## src/rtl/instruction_fetch_pkg.sv

```systemverilog
// instruction_fetch_pkg: shared widths, fetch FSM encoding and PC alignment helper
//   XLEN         datapath / address width
//   INSTR_BYTES  PC increment per fetched word
//   fetch_state_e RUN issues fetches, MISS waits out an l1i refill
package instruction_fetch_pkg;

    localparam int XLEN = 32;
    localparam logic [XLEN-1:0] INSTR_BYTES = 32'd4;

    typedef enum logic {
        FETCH_RUN  = 1'b0,
        FETCH_MISS = 1'b1
    } fetch_state_e;

    function automatic logic [XLEN-1:0] align_pc(input logic [XLEN-1:0] pc);
        return pc & ~32'd3;
    endfunction

endpackage

```

## src/rtl/instruction_fetch_buffer.sv

```systemverilog
// instruction_fetch_buffer: synchronous FIFO with push/pop/flush, flush has priority
//   clock, reset  posedge clock, async active-high reset (contents cleared to 0)
//   push, din     write din when not full, or when full and popping this cycle
//   pop           drop head (ignored when empty or flushing)
//   flush         empty the buffer; suppresses same-cycle push and pop
//   dout          head entry (stale value when empty)
//   full, empty   occupancy flags
module instruction_fetch_buffer #(
    parameter int WIDTH = 64,
    parameter int DEPTH = 2
) (
    input  logic             clock,
    input  logic             reset,
    input  logic             push,
    input  logic             pop,
    input  logic             flush,
    input  logic [WIDTH-1:0] din,
    output logic [WIDTH-1:0] dout,
    output logic             full,
    output logic             empty
);

    localparam int AW = $clog2(DEPTH);

    logic [WIDTH-1:0] mem [DEPTH];
    logic [AW-1:0]    wr_ptr, rd_ptr;
    logic [AW:0]      count;
    logic             do_push, do_pop;

    assign full    = count == (AW+1)'(DEPTH);
    assign empty   = count == '0;
    assign dout    = mem[rd_ptr];
    assign do_pop  = pop & ~empty & ~flush;
    assign do_push = push & ~flush & (~full | do_pop);

    always_ff @(posedge clock or posedge reset) begin
        if (reset) begin
            wr_ptr <= '0;
            rd_ptr <= '0;
            count  <= '0;
            for (int i = 0; i < DEPTH; i++) mem[i] <= '0;
        end else if (flush) begin
            wr_ptr <= '0;
            rd_ptr <= '0;
            count  <= '0;
        end else begin
            if (do_push) mem[wr_ptr] <= din;
            wr_ptr <= do_push ? wr_ptr + 1'b1 : wr_ptr;
            rd_ptr <= do_pop ? rd_ptr + 1'b1 : rd_ptr;
            count  <= count + (AW+1)'(do_push) - (AW+1)'(do_pop);
        end
    end

endmodule

```

## src/rtl/instruction_fetch.sv

```systemverilog
// instruction_fetch: PC owner feeding l1i and queueing fetched words for decode
//   clock, reset      posedge clock, async active-high reset
//   l1i_address       current PC presented to l1i (held stable during a miss)
//   l1i_output_data   word returned by l1i
//   l1i_hit/ready     l1i has the word / l1i has no refill in flight
//   redirect_valid/pc one-cycle PC redirect from execute (low two bits dropped)
//   instr_valid/ready/instr/instr_pc  head of fetch buffer, valid/ready handshake
//   miss_cycles       saturating count of cycles spent waiting on a miss
module instruction_fetch
    import instruction_fetch_pkg::*;
#(
    parameter logic [XLEN-1:0] RESET_PC  = 32'h0000_0000,
    parameter int              BUF_DEPTH = 2
) (
    input  logic            clock,
    input  logic            reset,
    output logic [XLEN-1:0] l1i_address,
    input  logic [XLEN-1:0] l1i_output_data,
    input  logic            l1i_hit,
    input  logic            l1i_ready,
    input  logic            redirect_valid,
    input  logic [XLEN-1:0] redirect_pc,
    output logic            instr_valid,
    input  logic            instr_ready,
    output logic [XLEN-1:0] instr,
    output logic [XLEN-1:0] instr_pc,
    output logic [XLEN-1:0] miss_cycles
);

    fetch_state_e    state, state_next;
    logic [XLEN-1:0] pc, pc_next, pending_pc, pending_pc_next;
    logic            pending, pending_next;
    logic            push, pop, full, empty, can_push;

    assign l1i_address = pc;
    assign instr_valid = ~empty;
    assign pop         = instr_valid & instr_ready;
    assign can_push    = ~full | pop;

    instruction_fetch_buffer #(
        .WIDTH(2 * XLEN),
        .DEPTH(BUF_DEPTH)
    ) u_buffer (
        .clock(clock),
        .reset(reset),
        .push (push),
        .pop  (pop),
        .flush(redirect_valid),
        .din  ({pc, l1i_output_data}),
        .dout ({instr_pc, instr}),
        .full (full),
        .empty(empty)
    );

    // During a miss the address must not move, so a redirect is parked in
    // pending_pc and only takes effect once l1i reports the refill is over;
    // the refill word itself belongs to the stale path and is dropped.
    always_comb begin
        state_next      = state;
        pc_next         = pc;
        pending_next    = pending;
        pending_pc_next = pending_pc;
        push            = 1'b0;
        if (state == FETCH_RUN) begin
            if (redirect_valid) begin
                pc_next = align_pc(redirect_pc);
            end else if (l1i_hit && l1i_ready) begin
                push    = can_push;
                pc_next = can_push ? pc + INSTR_BYTES : pc;
            end else if (!l1i_hit) begin
                state_next = FETCH_MISS;
            end
        end else if (l1i_ready && (pending || redirect_valid)) begin
            pc_next      = redirect_valid ? align_pc(redirect_pc) : pending_pc;
            pending_next = 1'b0;
            state_next   = FETCH_RUN;
        end else if (l1i_ready && l1i_hit && can_push) begin
            push       = 1'b1;
            pc_next    = pc + INSTR_BYTES;
            state_next = FETCH_RUN;
        end else if (redirect_valid) begin
            pending_next    = 1'b1;
            pending_pc_next = align_pc(redirect_pc);
        end
    end

    always_ff @(posedge clock or posedge reset) begin
        if (reset) begin
            state       <= FETCH_RUN;
            pc          <= RESET_PC;
            pending     <= 1'b0;
            pending_pc  <= '0;
            miss_cycles <= '0;
        end else begin
            state       <= state_next;
            pc          <= pc_next;
            pending     <= pending_next;
            pending_pc  <= pending_pc_next;
            miss_cycles <= (state == FETCH_MISS && miss_cycles != '1) ? miss_cycles + 1'b1 : miss_cycles;
        end
    end

endmodule
```

## config.mk

```make
export PLATFORM = sky130hd
export DESIGN_NAME = instruction_fetch
export DESIGN_NICKNAME = d
export VERILOG_FILES = /design/src/rtl/instruction_fetch_pkg.sv /design/src/rtl/instruction_fetch_buffer.sv /design/src/rtl/instruction_fetch.sv
export SDC_FILE = /design/constraint.sdc
export NUM_CORES = 1
export LEC_CHECK = 0
export CAP_MARGIN = 20
export CORE_MARGIN = 1.5
export CORE_UTILIZATION = 48
export CTS_BUF_LIST = sky130_fd_sc_hd__clkbuf_8 sky130_fd_sc_hd__clkbuf_16
export CTS_CLUSTER_SIZE = 28
export DETAILED_ROUTE_END_ITERATION = 7
export GPL_TIMING_DRIVEN = 1
export PLACE_DENSITY = 0.77
export SETUP_SLACK_MARGIN = 0.5
export SLEW_MARGIN = 0
export SYNTH_ARGS = -nofsm -noshare
export SYNTH_HDL_FRONTEND = slang
export SYNTH_HIERARCHICAL = 1
export SYNTH_SLANG_ARGS = --single-unit
```

## constraint.sdc

```tcl
create_clock -name clock -period 4 [get_ports clock]
set_input_delay 0.8 -clock clock [delete_from_list [all_inputs] [get_ports clock]]
set_output_delay 0.8 -clock clock [all_outputs]
set_load 0.01 [all_outputs]
```

==> impl_metrics.py, run 1 <==
metrics = {
    "setup_path": {
        "start_kind": "register",
        "cp-end-kind": "output port",
        "r2r_end": "u_buffer/mem[21]",
        "cp_data_arrival_time_ps": 2390,
        "critPathKind": "reg2out",
        "critPathMaxFanout": 50,
        "r2r_cells": 6,
        "endpoint": "instr_pc[31]",
        "worstPathRequired_ps": 3200,
        "r2r_slack_ps": 1300,
        "r2r_start": "state",
        "startpoint": "u_buffer/rd_ptr",
    },
    "logic_synthesis": {
        "syn_area_um2": 11100,
        "synth_common_cells": "dfrtp_1, mux2_2, mux2_4, nand2_1, nor2_1",
        "synth_top_cells_by_area": "dfrtp_1, mux2_2, mux2_4",
        "synth_most_common_cell": "dfrtp_1",
        "synth-edff-count": 0,
        "ys.flop_type": "dfrtp_1",
        "yosys_warnings": 6,
        "yosysTopAreaCell": "dfrtp_1",
        "ys_ff_latch": 230,
        "synth_fp_nets": 937,
        "syn-instance-count": 863,
        "ys_seq_area_share_pct": 51.6,
        "yosys.cell_types.count": 67,
        "async_flop_share_pct": 100,
        "yosys.area.top_type_share_pct": 51.6,
        "synth_area_per_cell_um2": 12.9,
    },
    "pwr": {
        "netSwitchingFraction_pct": 28.5,
        "share_comb_of_total_power_pct": 29.3,
        "p_per_area_nw_per_um2": 566,
        "p_leak_nw": 6.17,
        "clockPowerShare_pct": 28.2,
        "p_seq_share_pct": 42.5,
        "power.switching_mw": 2.31,
        "vdd_drop_max_mv": 0.341,
        "p_int_mw": 5.79,
        "total_power_mw": 8.10,
    },
    "clocking": {
        "cts.sinks": 230,
        "numCtsBuffers": 26,
        "root_buffer": "clkbuf_16",
        "insertion_delay_ps": 530,
        "cts_tree": "built",
        "htree_levels": 1,
        "ctsHoldBuffers": 0,
        "ctsResizeCount": 0,
        "cts_max_path_buffers": 3,
        "post_cts_buffers": 0,
        "clk_pin_slew_ps": 60,
    },
    "job": {
        "max_cap_viol_count": 0,
    },
    "floorplanning": {
        "die_area_um2": 24100,
        "row_count": 55,
        "ios": 199,
        "die_h_um": 155,
        "core-area_um2": 22700,
        "start_util_pct": 49.1,
        "die_w_um": 155,
    },
    "finish": {
        "nets": 1138,
        "num_antenna_cells": 0,
        "layout-drive-gt1-share_pct": 27.6,
        "syn2layout_area_growth_pct": 28.5,
    },
    "route": {
        "drc": 0,
        "routed_via_density": 5.53,
        "wirelength_um": 25900,
        "dr_total_vias": 7559,
        "final_antenna_net_count": 0,
        "wire_per_inst_um": 19.0,
        "firstDrtPassIters": 4,
        "drtIter0Drc": 366,
    },
    "sta": {
        "timing.final.ws_setup_ps": 810,
        "setup_viol": 0,
        "worst_pin_slew_ps": 957,
        "skew_ps": 14.9,
        "slew_viol_final": 0,
        "final.setup.tns_ps": 0,
        "max_freq_mhz": 313,
        "period_needed_ps": 3190,
        "finalHoldViolCount": 0,
        "rsz0062_at_grt": "false",
        "finalCritPeriodShare_pct": 79.8,
        "max-slew-margin-rel_pct": 36.1,
    },
    "min_path": {
        "hold_class": "reg2reg",
        "worstHoldStart": "u_buffer/mem[21]",
    },
    "global_routing": {
        "grtUsageTotal_pct": 21.5,
        "grt_max_degree": 62,
        "grt_pass1_wl_um": 41700,
        "overflow": 0,
        "grt_pass1_vias": 7777,
        "antenna_found_initial": 2,
    },
    "placed_design": {
        "dp_slack_ps": 663,
        "gp_congestion": 0.841,
        "port_buffers": 196,
        "dp_hpwl_um": 18200,
    },
    "status": {
        "status": "finished clean",
    },
}
[power by group through the flow]
stage	Combinational, mW	Clock (mW)	Sequential, mW
finish	2.38	2.28	3.44
global route	2.55	2.43	3.53
CTS	2.40	2.33	3.44
detailed placement	2.38	0	3.47
global placement	2.33	0	3.43
floorplan	1.32	0	3.35
[metal layers]
layer / part of all wire [%] / wire length, um / global-route usage [%] / vias to the layer above
li1: - / - / - / 3526
met1: 45 / 11600 / 28.3 / 3753
met2: 46 / 12000 / 35.2 / 235
met3: 7.2 / 1870 / 5.43 / 43
met4: 1.9 / 503 / 5.85 / 2
met5: 0.050 / 13 / 0 / -
[critical path: stages (launching register included)]
cell and delay [ps]:
dfrtp_2 610, buf_12 340, mux2_2 370, clkdlybuf4s50_1 530
[flip-flops by register name, summed over array words and instances (netlist names)]
signal / flops
pending: 1
u_buffer/rd_ptr: 1
l1i_address: 32
pending_pc: 32
u_buffer/mem: 128
u_buffer/wr_ptr: 1
u_buffer/count: 2
state: 1
miss_cycles: 32
[worst min path at each step]
stage	to	slack (ps)	depth (start not counted)
after floorplan	u_buffer/mem[20]	450	1
after global placement	u_buffer/mem[20]	460	1
after detailed placement	u_buffer/mem[20]	470	1
after CTS	u_buffer/mem[20]	480	1
after global routing	u_buffer/mem[23]	500	1
final	u_buffer/mem[21]	480	1
[cells in the final DEF (no fill, tap or decap), types with 3 or more instances in the layout]
master / Yosys / layout
dfrtp_1: 230 / 229
clkdlybuf4s50_1: 0 / 195
mux2_2: 159 / 159
mux2_4: 61 / 61
nand2_1: 36 / 36
nor2_1: 29 / 29
xor2_1: 28 / 28
xnor2_1: 28 / 28
a21oi_1: 27 / 27
clkbuf_16: 0 / 26
nor2b_1: 23 / 23
nand3_1: 24 / 23
a211oi_1: 22 / 22
inv_1: 14 / 20
nor3_1: 14 / 14
buf_4: 7 / 11
nand4_1: 10 / 10
nor4_1: 10 / 10
buf_12: 0 / 9
and4_1: 8 / 8
and2_1: 7 / 7
o21ai_0: 7 / 7
clkbuf_8: 0 / 6
nand2b_1: 5 / 5
and3_1: 5 / 5
a22oi_1: 5 / 5
clkinv_2: 0 / 5
o2111ai_1: 4 / 4
a31oi_1: 4 / 4
ha_1: 4 / 4
mux2_1: 4 / 4
mux2i_1: 3 / 3
o211ai_1: 3 / 3
o21bai_1: 3 / 3
[logic make-up after synthesis]
group	share of synthesized area, %
fa+ha+maj	0.449
simple gates	10.0
xor+xnor	4.40
buf+inv	2.75
flops	51.6
mux	25.0
compound gates	5.78
[cell type report]
class,count,area [um2]
Timing Repair Buffer,216,2220
Inverter,14,57.6
Sequential cell,230,5760
Multi-Input combinational cell,576,5100
Fill cell,1754,8390
Tap cell,285,357
Clock inverter,14,96.3
Clock buffer,32,733
[stage by stage]
| stage | instance area (um2) | util, % | std cells | hold WS, ps |
|---|---|---|---|---|
| after floorplan | 11100 | - | 863 | 452 |
| after global placement | 13500 | 59.4 | 1321 | 462 |
| after detailed placement | 13500 | 59.4 | 1321 | 471 |
| after CTS | 14300 | 63.1 | 1367 | 484 |
| after global routing | 14300 | 63.1 | 1367 | 503 |
| final | 14300 | 63.1 | 1367 | 483 |
Power figures use the tool's default switching activity.
==> run 2: changes to the inputs <==
- clock period: 4 -> 2.64 ns (I/O delays scaled with it)
==> run 2 against run 1 <==
Against the previous run:
- critical path depth rose by 2
- largest power group unchanged
- clock skew is 6.7 ps lower
- sequential share of layout area down 2.2 points
- first-iteration DRC count shrank 0.55%
- sequential power is 50% higher
- register-to-register slack worse by 750 ps
- largest cell class unchanged
- utilization rose by 3.8 points
- total power rose by 57%
- cell count rose by 3.4%
==> impl_metrics.py, run 2 (same netlist as run 1, synthesis figures left out) <==
metrics = {
    "placed_design": {
        "port_buffers": 196,
        "place_area_um2": 13700,
        "gp_congestion": 0.833,
        "dp_hpwl_um": 18400,
    },
    "finish": {
        "fill_cells": 1598,
        "num_antenna_cells": 0,
        "layout_commonest_cell": "dfrtp_1",
        "largest_register_ffs": 128,
        "syn2layout_area_growth_pct": 36.2,
        "mostFrequentLayoutCells": "dfrtp_1, mux2_2, clkdlybuf4s50_1",
        "fin_area_um2": 15200,
        "nets": 1184,
        "layout-drive-gt1-share_pct": 39.1,
        "top_register": "u_buffer/mem",
    },
    "global_routing": {
        "grt_pass1_vias": 7992,
        "grtUsageTotal_pct": 22.5,
        "grt_max_degree": 53,
        "overflow": 0,
        "grt_pass1_wl_um": 43000,
        "antenna_found_initial": 0,
    },
    "setup_path": {
        "critPathKind": "reg2out",
        "critPathMaxFanout": 6,
        "cp_data_arrival_time_ps": 1800,
        "cp_slowest_stage_delay_ps": 430,
        "worstPathRequired_ps": 2110,
        "crit_path_frequent_cell": "buf_12",
        "crit_path_cell_trace": "buf_12 > buf_12 > buf_16 > mux2_4 > buf_6",
        "cp-end-kind": "output port",
        "slowest_stage": "dfrtp_2",
        "r2r_slack_ps": 550,
        "start_kind": "register",
    },
    "floorplanning": {
        "core-area_um2": 22700,
        "die_h_um": 155,
        "row_count": 55,
        "ios": 199,
        "die_area_um2": 24100,
        "die_w_um": 155,
        "start_util_pct": 49.1,
    },
    "min_path": {
        "hold_class": "in2reg",
    },
    "sta": {
        "slew_viol_final": 0,
        "finalCritPeriodShare_pct": 88.1,
        "period_needed_ps": 2320,
        "worst_pin_slew_ps": 618,
        "final.setup.tns_ps": 0,
        "finalHoldViolCount": 0,
        "skew_ps": 8.28,
        "setup_viol": 0,
        "rsz0062_at_grt": "true",
        "max_freq_mhz": 430,
        "max-slew-margin-rel_pct": 58.6,
    },
    "route": {
        "wirelength_um": 28300,
        "drtIter0Drc": 364,
        "wire_per_inst_um": 20.0,
        "routed_via_density": 5.55,
        "drc": 0,
        "final_antenna_net_count": 0,
        "dr_total_vias": 7836,
        "firstDrtPassIters": 4,
    },
    "status": {
        "status": "finished clean",
    },
    "clocking": {
        "cts.sinks": 230,
        "insertion_delay_ps": 520,
        "cts_max_path_buffers": 3,
        "cts_tree": "built",
        "numCtsBuffers": 25,
        "root_buffer": "clkbuf_16",
        "ctsHoldBuffers": 0,
        "clk_pin_slew_ps": 60,
        "htree_levels": 1,
    },
    "job": {
        "max_cap_viol_count": 0,
    },
    "pwr": {
        "p_per_area_nw_per_um2": 840,
        "p_leak_nw": 6.70,
        "vdd_drop_max_mv": 0.629,
    },
}
-- run 2: power by group --
group / leakage (nW) / switching [mW] / total [mW] / internal [mW]
Clock: 0.430 / 1.41 / 3.56 / 2.15
Sequential: 2.90 / 0.681 / 5.16 / 4.48
Combinational: 3.37 / 1.58 / 4.04 / 2.46
Total: 6.70 / 3.66 / 12.8 / 9.09
-- run 2: final timing paths --
path | cells past startpoint | start | to
hold / removal | 4 | redirect_valid | l1i_address[0]
min in group asynchronous | 2 | reset | u_buffer/mem[116]
max in group asynchronous | 3 | reset | l1i_address[9]
setup / recovery | 5 | u_buffer/rd_ptr | instr[24]
hold reg to reg | 1 | u_buffer/mem[20] | u_buffer/mem[20]
setup reg to reg | 7 | u_buffer/count[1] | u_buffer/mem[46]
-- run 2: metrics by stage --
step / worst slack, ps / hold slack, ps / util [%] / power, mW / instances
after floorplan: 475 / 452 / - / 7.10 / 863
after global placement: 135 / 462 / 60.5 / 8.85 / 1345
after detailed placement: 97.4 / 478 / 60.5 / 8.99 / 1345
after CTS: 311 / 342 / 65.5 / 12.7 / 1402
after global routing: 282 / 390 / 66.9 / 13.3 / 1413
final: 315 / 367 / 66.9 / 12.8 / 1413
-- run 2: worst max-delay path, delay by kind of cell (launching register included) --
family,cells,cell delay [ps]
buf+inv,4,540
flops,1,430
mux,1,300
-- run 2: area by class of cell --
class	instances	area, um2	area share, %
flip-flops and latches	230	5780	38.0
inverters	14	60.1	0.396
clock buffers	30	694	4.57
repair buffers	263	2950	19.4
well taps	285	357	2.35
multi-input cells	576	5190	34.2
clock inverters	15	151	0.997
-- run 2: per-layer routing --
metal | track usage (%) | vias to the layer above | routed length, um
met3 | 4.85 | 49 | 1680
met2 | 38.1 | 213 | 13800
met4 | 6.39 | 0 | 700
met5 | 0 | - | 0
li1 | - | 3631 | -
met1 | 29.0 | 3943 | 12100
-- run 2: what timing repair did --
action	CTS	global route
gates cloned	6	4
buffers inserted	6	7
endpoints found under the setup margin	82	217
hold endpoints to repair	0	0
pin swaps	0	1
resized for setup	352	38
